===== config.mk =====
export PLATFORM = sky130hd
export DESIGN_NAME = modport_mem
export DESIGN_NICKNAME = d
export VERILOG_FILES = /design/src/rtl/modport_mem.sv
export SDC_FILE = /design/constraint.sdc
export NUM_CORES = 1
export LEC_CHECK = 0
export CORE_AREA = 2 2 94 60
export DETAILED_ROUTE_END_ITERATION = 7
export DIE_AREA = 0 0 96 62
export MAX_ROUTING_LAYER = met4
export PLACE_DENSITY = 0.57
export SYNTH_ARGS = -nofsm -noshare
export SYNTH_HDL_FRONTEND = slang
export SYNTH_SLANG_ARGS = --single-unit

===== constraint.sdc =====
create_clock -name clk -period 1.1 [get_ports clk]
set_input_delay 0.22 -clock clk [delete_from_list [all_inputs] [get_ports clk]]
set_output_delay 0.22 -clock clk [all_outputs]
set_load 0.05 [all_outputs]

===== src/rtl/modport_mem.sv =====
// Small synchronous register file: one write and one read port sharing an address bus.
// The read path is registered and sees the pre-write contents when both ports hit one word.
module modport_mem #(
  parameter int                    ADDR_WIDTH = 2,
  parameter int                    DATA_WIDTH = 8,
  parameter logic [DATA_WIDTH-1:0] RESET_VAL  = 8'hFF
) (
  input  logic                  clk,
  input  logic                  reset,
  input  logic [ADDR_WIDTH-1:0] addr,
  input  logic                  wr_en,
  input  logic                  rd_en,
  input  logic [DATA_WIDTH-1:0] wdata,
  output logic [DATA_WIDTH-1:0] rdata
);
  localparam int DEPTH = 1 << ADDR_WIDTH;

  logic [DEPTH-1:0][DATA_WIDTH-1:0] mem;

  // One register per word; an X enable fails the if-test and acts as 0.
  for (genvar i = 0; i < DEPTH; i++) begin : g_word
    always_ff @(posedge clk) begin
      if (reset)
        mem[i] <= RESET_VAL;
      else if (wr_en && (addr == ADDR_WIDTH'(i)))
        mem[i] <= wdata;
    end
  end

  // mem[addr] is sampled before this edge's write lands, giving read-before-write.
  always_ff @(posedge clk) begin
    if (reset)
      rdata <= '0;
    else if (rd_en)
      rdata <= mem[addr];
  end
endmodule


==> impl_metrics.ini, run 1 <==
[worst_setup_path]
timing.critical_path.to = rdata[5]
worstSetupEndpointType = primary output
cp_num_buf_inv = 1
worst_ep_required_time_ps = 880
worstReg2RegEnd = rdata[5]$_SDFFE_PP0P_
cpMaxStageDelayCell = dfxtp_2
rrSetupSlack_ps = 100
critPathTopFamily = flip-flops
startpoint = rdata[5]$_SDFFE_PP0P_
maximum_fanout_count_along_the_critical_path = 2
worstPathCellList = buf_12
critPathKind = reg2out
timing.critical_path.arrival_ps = 780
worst-path-stages = 1
worst_setup_path_start_kind = register
largest_incremental_delay_on_the_critical_path_ps = 360
r2r.worst_path.cells = 2
rr_startpoint = rdata[5]$_SDFFE_PP0P_

[clock_tree]
cts_buffer_depth = 2
post_cts_setup_repair_buffer_count = 0
clk-insertion-delay-late_ps = 280
clkTransAtPathRegs_ps = 80
clkSinkCount = 40
htree_num_levels = 2
numCtsBuffers = 5
tritoncts = done
cts_root_buf = clkbuf_8

[timing]
maxSlewViolCount = 0
grt_setup_unrepaired = no
worst_pin_slew_ps = 322
timing.clock.skew_ps = 5.12
finalCritPeriodShare_pct = 91.3
timing.final.setup_violations = 0
slew-limit-headroom_pct = 77.9
min_period_ps = 1000
maxClockFrequency_ghz = 0.996
finalHoldViolCount = 0
hold-worst-slack_ps = 402

[synthesis]
synth.cells.most_frequent = dfxtp_1, inv_1, o211ai_1
synth_async_sr_flop_share_pct = 0
postSynthRegisterBits = 40
netlist.top_cell.by_area = dfxtp_1
post_synth_inst_count = 196
synth_top_cells_by_area = dfxtp_1, o211ai_1, mux2i_1
post_synth_instance_area_mm2 = 0.00196
avgSynthCellArea_um2 = 10.0
post-synth-top-area-fraction_pct = 40.8
yosys_warnings = 0
synthDistinctLibCells = 21
register_area_share_after_synthesis_pct = 40.8
syn-num-nets = 210
dominantRegCellSynth = dfxtp_1
synth_most_common_cell = dfxtp_1
synth_enable_flop_cells = 0

[detailed_routing]
avgViaCountPerCell = 5.27
detailroute.via_count = 1622
detailedRoute.firstPassIterationCount = 4
drt_drc_violations_left = 0
first_iter_violations = 49
route.antenna.remaining_nets = 0
routed_wirelength_normalized_by_instance_count_um = 15.8
routed_wirelength_um = 4870

[grt]
grt_pass1_vias = 1543
grt_start_max_net_pins = 33
globalRouteOverflowTotal = 0
grt_first_pass_wirelength_um = 7750
gr-usage-all-layers_pct = 18.0
grt_antenna_before_repair = 0

[place]
portBuffers = 21
place_hpwl_um = 3620
globalplace.congestion = 0.802
detailed_place.area_mm2 = 0.00251

[finish]
final_nets = 252
num_antenna_cells = 0
design_area_mm2 = 0.00263
final_core_utilization_pct = 50.3
drive_above_1_share_pct = 31.0
layout.filler_cells = 481
flow.area_growth_from_synthesis_pct = 34.0

[pwr]
cellLeakagePower_uw = 0.00122
totalPowerFinal_uw = 3300
ir_drop_uv = 486
power.density_cell_area_mw_per_mm2 = 1260

[outcome]
status = finished clean

[die]
design.core.area_mm2 = 0.00523
io_pins = 22
die_area_mm2 = 0.00595
chipWidth_um = 96
die_height_um = 62
rows = 21
initial_core_utilization_pct = 37.5

[run]
number_of_max_cap_violations = 0

[min_path]
hold_path.class = in2reg
where the power goes:
| group | internal [uW] | leakage [uW] | switching, uW |
|---|---|---|---|
| Sequential | 1540 | 0.000331 | 61.0 |
| Clock | 501 | 0.0000510 | 493 |
| Combinational | 363 | 0.000839 | 341 |
cell type report:
class / count / area [um^2] / area share (%)
multi-input cells: 109 / 961 / 36.6
flip-flops and latches: 40 / 811 / 30.9
repair buffers: 57 / 583 / 22.2
inverters: 25 / 93.8 / 3.57
well taps: 69 / 86.3 / 3.29
clock buffers: 6 / 82.6 / 3.14
clock inverters: 2 / 10.0 / 0.381
kinds of logic after synthesis:
family                 synth area share [%]
AOI/OAI and AO/OA                      17.7
buffers and inverters                  11.0
DFF                                    40.8
muxes                                  8.17
and+or+nand+nor                        22.3
timing repair:
action,CTS,global route
setup endpoints to repair,40,0
gates resized for setup,9,0
hold buffers,0,0
state kept, by name, summed over array words and instances, names as in the netlist:
name and flops:
mem 32, rdata 8
layout by cell type (no fill, tap or decap):
master	instances
a31oi_1	8
and3b_1	2
and4b_1	8
buf_12	10
buf_2	1
buf_4	32
buf_6	2
clkbuf_8	6
clkdlybuf4s50_1	8
clkinv_2	2
dfxtp_1	32
dfxtp_2	8
dlygate4sd2_1	4
inv_1	25
mux2i_1	16
nand3b_4	1
nand4b_1	16
nand4bb_1	8
nor3b_4	1
o211ai_1	24
o21ai_0	8
o221ai_1	6
o221ai_2	2
or3b_2	8
or3b_4	1
tightest hold or removal path, cell delays in order:
cell and delay [ps]:
buf_2 150, nand4bb_1 160, o211ai_1 90
how the worst min path moves through the flow:
stage                                    start                   end  slack, ps  depth (start not counted)
final                                  addr[1]   mem[1]$_SDFFE_PP1P_        400                          3
after detailed placement  mem[13]$_SDFFE_PP1P_  mem[13]$_SDFFE_PP1P_        480                          2
after global routing                   addr[1]   mem[1]$_SDFFE_PP1P_        440                          3
after CTS                              addr[1]   mem[1]$_SDFFE_PP1P_        400                          3
after floorplan                       wdata[5]  mem[13]$_SDFFE_PP1P_        420                          2
after global placement    mem[13]$_SDFFE_PP1P_  mem[13]$_SDFFE_PP1P_        480                          2
per-stage QoR:
stage | worst slack, ps | std cells | setup TNS [ps]
floorplan | 15.1 | 196 | 0
global placement | -433 | 300 | -15990
detailed placement | -462 | 300 | -17170
CTS | 81.9 | 308 | 0
global route | 15.3 | 308 | 0
finish | 96.1 | 308 | 0
routing by layer:
metal  share of wire, %  track usage, %  wire length [um]
met5                  0               -                 0
met4               0.23            3.47                11
met3                4.5            3.74               220
met2                 43            26.8              2100
met1                 52            25.5              2540
(Power assumes the default switching activity.)
==> inputs of run 2 (changes only) <==
--- a/config.mk
+++ b/config.mk
@@ -5,9 +5,11 @@
 export SDC_FILE = /design/constraint.sdc
 export NUM_CORES = 1
 export LEC_CHECK = 0
+export CAP_MARGIN = 20
 export CORE_AREA = 2 2 94 60
 export DETAILED_ROUTE_END_ITERATION = 7
 export DIE_AREA = 0 0 96 62
+export GPL_ROUTABILITY_DRIVEN = 0
 export MAX_ROUTING_LAYER = met4
 export PLACE_DENSITY = 0.57
 export SYNTH_ARGS = -nofsm -noshare
==> results of run 2 <==
No change in the layout: final DEF, timing and power equal those of run 1.
==> inputs of run 3 (changes only) <==
--- a/config.mk
+++ b/config.mk
@@ -12,6 +12,7 @@
 export GPL_ROUTABILITY_DRIVEN = 0
 export MAX_ROUTING_LAYER = met4
 export PLACE_DENSITY = 0.57
+export RECOVER_POWER = 100
 export SYNTH_ARGS = -nofsm -noshare
 export SYNTH_HDL_FRONTEND = slang
 export SYNTH_SLANG_ARGS = --single-unit
==> impl_metrics.ini, run 3 (synthesis gave the netlist of run 1 again) <==
[finish]
final_core_utilization_pct = 49.2
num_antenna_cells = 0
layout.cells.non_filler = 308
final-seq-area_um2 = 802
largestRegisters = mem: 32 flops, rdata: 8 flops
largest_register_ffs = 32
layout.filler_cells = 492
multi_input_area_um2 = 961
layout.cells.most_common_list = dfxtp_1, buf_4, inv_1
final_nets = 252
flow.area_growth_from_synthesis_pct = 31.3
most_frequent_standard_cell_in_the_layout_excluding_fill_and_tap_cells = dfxtp_1
registers.top_by_ff_count = mem
drive_above_1_share_pct = 28.0

[clock_tree]
tritoncts = done
clk-insertion-delay-late_ps = 280
clkSinkCount = 40
htree_num_levels = 2
numCtsBuffers = 5
clkTransAtPathRegs_ps = 80
cts_buffer_depth = 2
cts_root_buf = clkbuf_8
post_cts_setup_repair_buffer_count = 0

[timing]
grt_setup_unrepaired = no
worst_pin_slew_ps = 319
timing.clock.skew_ps = 5.19
min_period_ps = 1060
slew-limit-headroom_pct = 78.1
finalHoldViolCount = 0
maxSlewViolCount = 0
maxClockFrequency_ghz = 0.945
finalCritPeriodShare_pct = 96.2
timing.final.setup_violations = 0

[outcome]
status = finished clean

[die]
chipWidth_um = 96
initial_core_utilization_pct = 37.5
design.core.area_mm2 = 0.00523
rows = 21
io_pins = 22
die_area_mm2 = 0.00595
die_height_um = 62

[grt]
grt_antenna_before_repair = 0
gr-usage-all-layers_pct = 18.0
grt_first_pass_wirelength_um = 7750
globalRouteOverflowTotal = 0
grt_start_max_net_pins = 33
grt_pass1_vias = 1543

[detailed_routing]
avgViaCountPerCell = 5.38
detailroute.via_count = 1658
route.antenna.remaining_nets = 0
detailedRoute.firstPassIterationCount = 4
drt_drc_violations_left = 0
routed_wirelength_normalized_by_instance_count_um = 16.1
routed_wirelength_um = 4960
first_iter_violations = 46

[worst_setup_path]
worst_setup_path_start_kind = register
worstPathCellList = clkbuf_4
maximum_fanout_count_along_the_critical_path = 2
worstSetupEndpointType = primary output
cpMaxStageDelayCell = dfxtp_1
timing.critical_path.arrival_ps = 840
critPathTopFamily = flip-flops
cp_num_buf_inv = 1
worst_ep_required_time_ps = 880
critPathKind = reg2out
largest_incremental_delay_on_the_critical_path_ps = 330

[pwr]
power.density_cell_area_mw_per_mm2 = 1270
cellLeakagePower_uw = 0.00121
ir_drop_uv = 485

[min_path]
hold_path.class = in2reg

[place]
place_inst = 300
portBuffers = 21
place_hpwl_um = 3620

[run]
number_of_max_cap_violations = 0
[run 3: changes by cell type in the layout (fill, tap and decap cells not counted), sizes merged]
cell	before	now
buf	45	39
clkbuf	6	12
[run 3: path summary, 6_finish.rpt]
check	slack [ps]	endpoint	depth (start not counted)	start
worst max-delay path	40	rdata[0]	1	rdata[0]$_SDFFE_PP0P_
worst min-delay path	400	mem[1]$_SDFFE_PP1P_	3	addr[1]
worst max register to register	70	rdata[7]$_SDFFE_PP0P_	2	rdata[7]$_SDFFE_PP0P_
worst min register to register	490	mem[18]$_SDFFE_PP1P_	2	mem[18]$_SDFFE_PP1P_
[run 3: timing repair]
action / CTS / global route
hold buffers: 0 / 0
setup endpoints to repair: 40 / 0
resized for setup: 9 / 0
[run 3: layout make-up]
class                           instances  share of cell area (%)
Clock buffer                            6                    3.21
Multi-Input combinational cell        109                    37.3
Clock inverter                          2                   0.389
Sequential cell                        40                    31.2
Timing Repair Buffer                   57                    20.9
Inverter                               25                    3.65
Tap cell                               69                    3.35
[run 3: through the flow]
stage | cell area, um^2 | TNS (ps) | hold slack (ps) | power, uW | worst slack [ps]
after floorplan | 1970 | 0 | 419 | 1980 | 15.1
after global placement | 2510 | -15990 | 476 | 2320 | -433
after detailed placement | 2510 | -17170 | 475 | 2330 | -462
after CTS | 2630 | 0 | 396 | 3340 | 81.9
after global routing | 2570 | 0 | 444 | 3430 | 9.00
final | 2570 | 0 | 404 | 3260 | 41.3
[run 3: power breakdown]
part	internal [uW]	switching, uW	leakage (uW)
Clock	501	500	0.0000510
Combinational	331	343	0.000825
Sequential	1530	55.1	0.000330
[run 3: routing by layer]
metal	GRT usage, %	wire [um]	vias up
li1	-	-	823
met5	-	0	-
met4	3.47	11	0
met1	25.5	2590	796
met3	3.74	253	2
met2	26.8	2110	37
==> RTL change 1, RTL diff (config.mk and constraints of run 3) <==
`DATA_WIDTH`: 8 -> 10.
--- a/src/rtl/modport_mem.sv
+++ b/src/rtl/modport_mem.sv
@@ -2,7 +2,7 @@
 // The read path is registered and sees the pre-write contents when both ports hit one word.
 module modport_mem #(
   parameter int                    ADDR_WIDTH = 2,
-  parameter int                    DATA_WIDTH = 8,
+  parameter int                    DATA_WIDTH = 10,
   parameter logic [DATA_WIDTH-1:0] RESET_VAL  = 8'hFF
 ) (
   input  logic                  clk,
Ports: changed (resized rdata and wdata); port bits go from 22 to 26. No check against the original RTL was run, so the function may have changed too.
==> RTL change 1 against run 3 <==
  * Non-clock buffer count grew 6
  * Routed wire length shrank 1.6%
  * Synthesized area grew 8.1%
  * Clock power grew 29%
  * Synthesized cell count grew 8.2%
  * Via count shrank 1.7%
  * Hold slack gained 0.055 ns
  * Highest routed layer unchanged
  * Die area is the same
  * Power grew 22%
  * Largest cell class is now sequential cells
  * Sequential share of layout area grew 4.3 points
  * Setup slack lost 0.033 ns
  * Sequential cell count grew 10
  * Design area grew 12%
  * Register-to-register slack lost 0.05 ns
==> RTL change 1: results (changes against run 3) <==
Setup path
  • R2R Path Start: mem[38]
  • Crit-path max FO: 7 (+5)
  • Crit path from: addr[0]
  • R2r worst-path depth: 3 (+1)
  • CP top delay family: buffers and inverters
  • WP data arrival: 1.28 ns (+0.44 ns)
  • Largest stage delay, worst path: 0.23 ns (-0.10 ns)
  • Worst R2R End: rdata[8]
  • Slowest stage cell on the critical path: nand3b_1
  • Worst reg2reg setup slack: 0.02 ns (-0.05 ns)

CTS
  • Clock buffer depth: 2 (unchanged)
  • Clk_lat worst skew: 0.31 ns (+0.03 ns)
  • Num CTS Buffers: 5 (unchanged)
  • Root buf cell: clkbuf_8
  • CTS clock-pin slew for the worst setup and hold paths: around 0.090 ns
  • CTS H-tree depth: 2 (unchanged)

STA
  • Worst Tran Pin Value: 0.218 ns (-0.101 ns)
  • Clk_skew: 0.0114 ns (+0.00624 ns)
  • Hold_ws: 0.459 ns (+0.0546 ns)

Worst hold path
  • Worst Hold End: mem[39]
  • Hold Path Depth: 2 (-1)
  • Worst min-delay path class: reg -> reg
  • Hold Startpoint: mem[39]

Power
  • Max VDD drop: 0.698 mV (+44%)
  • Net Sw Power: 996 uW (+11%)
  • Leak pwr: 1.23 nW (+2.4%)

Synth
  • Top area cells in the synthesized netlist: dfxtp_1 (47%), nand2_1 (11%), nand3b_1 (9.2%)
  • Avg Synthesized Cell Area: 10.0 um^2 (about the same)
  • Compound-Gate Fraction of Synth Area: 4.72% (-13 points)
  • Register area share after synthesis: 47.2% (+6.4 points)
  • Ys Warns: 0 (unchanged)
  • Post-Synth XOR/XNOR Area: 0% (unchanged)
  • Top FF cell, synth: dfxtp_1
  • Post-synthesis mux area share: 17.2% (+9.0 points)
  • Commonest cells post-synth: nand2_1 (60), dfxtp_1 (50), nand3b_1 (26), mux2i_1 (12), nor2_1 (12)
  • Async S/R FF share, synth: 0% (unchanged)
  • Post-synthesis cell type count: 18 (-14%)
  • Post-Synth Adder-Cell Area: 0% (unchanged)
  • Post-Syn Nets: 228 (+8.6%)

Final layout
  • Nets: 283 (+12%)
  • Post-Layout Cell Count: 337 (+9.4%)
  • N_diodes: 0 (unchanged)
  • Layout cells sized above 1: 32.1% (+4.1 points)
  • Biggest regs: mem (40), rdata (10)

Detailed routing
  • DRT iter0 DRCs: 49 (+6.5%)
  • Drt wl/cell: 14.5 um (-10%)
  • Vias/cell: 4.83 (-10%)
  • Router iterations before antenna repair: 4 (unchanged)

Placement
  • Pre-CTS WS: -0.655 ns (-0.193 ns)
  • Post-Place Cells: 321 (+7.0%)
  • I/O Buffers: 25 (+19%)
  • HPWL after DPL: 3260 um (-9.9%)

Global routing
  • First-pass GRT wire length: 7880 um (+1.7%)
  • Initial antenna violation count: 0 (unchanged)
  • Number of global-route vias before repair: 1,497 (-3.0%)
  • Largest net degree at the start of global routing: 45 (+36%)
  • Total track usage: 18.7% (+0.67 points)

Run status
  • Status: complete, no violations
RTL change 1: cell types whose count changed in the layout (fill, tap and decap cells not counted), moves of 12 or more:
| cell | delta |
|---|---|
| nor2_1 | +12 |
| nand4b_1 | -16 |
| dfxtp_2 | +18 |
| nand3b_1 | +26 |
| inv_1 | -25 |
| nand2_1 | +60 |
| o211ai_1 | -24 |
RTL change 1: worst max path at each step:
stage / to / slack (ns) / cells past startpoint
after detailed placement: rdata[2] / -0.66 / 5
after global routing: rdata[6] / -0.06 / 3
after global placement: rdata[4] / -0.63 / 5
final: mem[22] / 0.009 / 7
after floorplan: rdata[6] / -0.12 / 5
after CTS: mem[5] / 0.006 / 7
RTL change 1: worst min-delay path, stage by stage (launching register included):
cell and delay, ns:
dfxtp_2 0.32, nand2_1 0.05, a21oi_1 0.06
RTL change 1: power by group through the flow:
stage	logic, mW	clock network [mW]	registers [mW]
finish	0.698	1.29	1.99
CTS	0.693	1.32	1.98
global placement	0.675	0	2.02
global route	0.756	1.38	2.00
floorplan	0.290	0	2.08
detailed placement	0.681	0	2.02
RTL change 1: routing by layer:
layer,track usage [%],share of wire (%),up-vias
met3,4.58,4.1,5
met2,26.9,41,30
met4,5.51,0.92,0
met1,26.2,54,764
li1,-,-,830
met5,-,0,-
RTL change 1: cells by family (layout without fill, tap and decap cells):
logic type	Yosys count	in the layout
and+or+nand+nor	111	111
DFF	50	50
muxes	22	22
buffers and inverters	15	71
AOI/OAI and AO/OA	14	14
RTL change 1: timing repair:
item,4_1_cts,5_1_grt
pin swaps,1,4
hold endpoints to repair,0,0
resized for setup,19,22
cloned,0,1
setup buffers,2,5
endpoints found under the setup margin,53,18
hold buffers,0,0
RTL change 1: per-stage QoR:
| stage | utilization [%] | cell area, um^2 |
|---|---|---|
| 6_report | 55.3 | 2890 |
| 5_1_grt | 55.3 | 2890 |
| 4_1_cts | 54.6 | 2850 |
| 3_5_place_dp | 52.2 | 2730 |
| 3_3_place_gp | 52.2 | 2730 |
| 2_1_floorplan | - | 2140 |
RTL change 1: cell type report:
class / instances / area (um^2)
multi-input combinational: 147 / 1020
sequential: 50 / 1020
clock buffer: 7 / 76.3
tap: 69 / 86.3
timing repair buffer: 63 / 657
clock inverter: 1 / 30.0
fill: 488 / 2340
==> RTL change 2, RTL diff (settings of run 3) <==
Made on the original files. Register the output `rdata` once more; this adds one clock of latency there.
--- a/src/rtl/modport_mem.sv
+++ b/src/rtl/modport_mem.sv
@@ -15,6 +15,8 @@
 );
   localparam int DEPTH = 1 << ADDR_WIDTH;
 
+  logic [DATA_WIDTH-1:0] rdata_s0;
+
   logic [DEPTH-1:0][DATA_WIDTH-1:0] mem;
 
   // One register per word; an X enable fails the if-test and acts as 0.
@@ -30,9 +32,13 @@
   // mem[addr] is sampled before this edge's write lands, giving read-before-write.
   always_ff @(posedge clk) begin
     if (reset)
-      rdata <= '0;
+      rdata_s0 <= '0;
     else if (rd_en)
-      rdata <= mem[addr];
+      rdata_s0 <= mem[addr];
   end
+  always_ff @(posedge clk) begin
+    rdata <= rdata_s0;
+  end
+
 endmodule
 
Check against the original RTL: not equivalent (a bounded check fails within 4 cycles, from zero or initial values and one cycle with reset high).
==> RTL change 2 against run 3 <==
  * Via count decreased by 1.7%
  * Routed wire length is 4.3% lower
  * Non-clock buffer count is 1 lower
  * Die area unchanged
  * Power grew 14%
  * Synthesized area rose by 8.8%
  * Design area up 5.3%
  * Setup slack lost 0.0043 ns
  * Sequential cell count increased by 8
  * Count of clock-buffer cells in the layout did not move
  * Largest cell class is now sequential cells
==> RTL change 2: results (changes against run 3) <==
Run status
  • Status: complete, no violations

Synth
  • Async S/R FF share, synth: 0% (unchanged)
  • Post-Synth XOR/XNOR Area: 0% (unchanged)
  • Top area cells in the synthesized netlist: dfxtp_1 (45%), o211ai_1 (8.4%), mux2i_1 (7.5%)
  • Post-Synth Adder-Cell Area: 0% (unchanged)
  • Post-synthesis mux area share: 7.51% (-0.66 points)
  • Top FF cell, synth: dfxtp_1
  • Post-Syn Nets: 210 (unchanged)
  • Avg Synthesized Cell Area: 10.9 um^2 (+8.8%)
  • Compound-Gate Fraction of Synth Area: 15.3% (-2.4 points)
  • Ys Warns: 0 (unchanged)
  • Register area share after synthesis: 45.0% (+4.2 points)
  • Post-synthesis cell type count: 19 (-9.5%)
  • Commonest cells post-synth: dfxtp_1 (48), inv_1 (25), o211ai_1 (24), mux2i_1 (16), nand4b_1 (16)

Global routing
  • Met3 Use GR: 5.07% (+1.3 points)
  • Number of global-route vias before repair: 1,559 (+1.0%)
  • Met2 Resource Use GR: 24.0% (-2.8 points)
  • Total track usage: 17.9% (-0.090 points)
  • First-pass GRT wire length: 7760 um (about the same)
  • Largest net degree at the start of global routing: 17 (-48%)
  • GR Layer Usage met1: 26.7% (+1.2 points)
  • Initial antenna violation count: 0 (unchanged)

CTS
  • Num CTS Buffers: 5 (unchanged)
  • Setup bufs post-CTS: 0 (unchanged)
  • CTS H-tree depth: 2 (unchanged)
  • Clock buffer depth: 2 (unchanged)
  • Clk_lat worst skew: 0.31 ns (+0.03 ns)
  • Root buf cell: clkbuf_8
  • Post-CTS sizing: 9 (unchanged)

Placement
  • DP Area: 0.00265 mm^2 (+5.5%)
  • HPWL after DPL: 3620 um (about the same)
  • I/O Buffers: 21 (unchanged)
  • Post-Place Cells: 300 (unchanged)

Detailed routing
  • DRT iter0 DRCs: 88 (+91%)
  • Vias/cell: 5.29 (-1.7%)
  • Drt total wl: 4750 um (-4.3%)
  • Final ANT Viol Nets: 0 (unchanged)

Final layout
  • Layout cells sized above 1: 25.9% (-2.1 points)
  • Fill cells: 494 (+0.41%)
  • Biggest regs: mem (32), rdata (8), rdata_s0 (8)
  • Post-Layout Cell Count: 308 (unchanged)
  • Nets: 252 (unchanged)

Setup path
  • WP data arrival: 1.26 ns (+0.42 ns)
  • Slowest stage cell on the critical path: dlygate4sd2_1
  • Largest stage delay, worst path: 0.29 ns (-0.04 ns)
  • Crit-path max FO: 16 (+14)
  • CP top delay family: buffers and inverters

Power
  • Max VDD drop: 0.528 mV (+8.9%)
  • Sw Share: 26.8% (-0.71 points)
  • Leak pwr: 1.22 nW (+1.4%)

STA
  • Clk_skew: 0.00576 ns (+0.000567 ns)
  • Slew HR: 78.6% (+0.47 points)

Worst hold path
  • Worst min-delay path class: reg -> reg
-- RTL change 2: cell types whose count changed after synthesis, moves of 4 or more --
cell,change
a211o_1,+8
a31oi_1,-8
and4_1,+8
and4b_1,-8
dfxtp_1,+8
o21ai_0,-8
clkbuf_1,-7
buf_6,+4
-- RTL change 2: logic make-up (layout without fill, tap and decap cells) --
kind of cell | count (synthesis) | after routing
and+or+nand+nor | 46 | 46
DFF | 48 | 48
buffers and inverters | 46 | 89
muxes | 16 | 16
AOI/OAI and AO/OA | 40 | 40
-- RTL change 2: per-stage QoR --
| stage | setup slack (ns) | TNS (ns) | util (%) | power [mW] |
|---|---|---|---|---|
| CTS | 0.0496 | 0 | 52.8 | 3.77 |
| global route | 0.00980 | 0 | 51.8 | 3.87 |
| finish | 0.0370 | 0 | 51.8 | 3.71 |
| floorplan | 0.0282 | 0 | - | 2.33 |
| detailed placement | -0.515 | -17.86 | 50.8 | 2.67 |
| global placement | -0.489 | -16.59 | 50.8 | 2.65 |
-- RTL change 2: path summary, 6_finish.rpt --
check	startpoint	to	slack (ns)	cells past startpoint
worst min-delay path	rdata_s0[5]	rdata[5]	0.35	0
worst max register to register	rdata_s0[2]	rdata_s0[2]	0.17	2
worst min register to register	rdata_s0[5]	rdata[5]	0.35	0
worst max-delay path	addr[0]	mem[30]	0.04	5
-- RTL change 2: layout make-up --
type / count / share of cell area, %
flip-flops and latches: 48 / 35.5
multi-input cells: 102 / 33.8
repair buffers: 56 / 20.5
inverters: 25 / 3.46
well taps: 69 / 3.19
clock buffers: 6 / 3.05
clock inverters: 2 / 0.554
-- RTL change 2: metal layers --
metal	wire, um	vias to the layer above
li1	-	811
met1	2640	773
met2	1850	44
met3	237	2
met4	18	0
met5	0	-
-- RTL change 2: power by group through the flow --
| stage | registers (mW) | logic (mW) | clock network [mW] |
|---|---|---|---|
| global placement | 1.96 | 0.690 | 0 |
| floorplan | 2.04 | 0.286 | 0 |
| CTS | 1.93 | 0.703 | 1.14 |
| global route | 1.94 | 0.722 | 1.21 |
| finish | 1.93 | 0.676 | 1.11 |
| detailed placement | 1.97 | 0.698 | 0 |
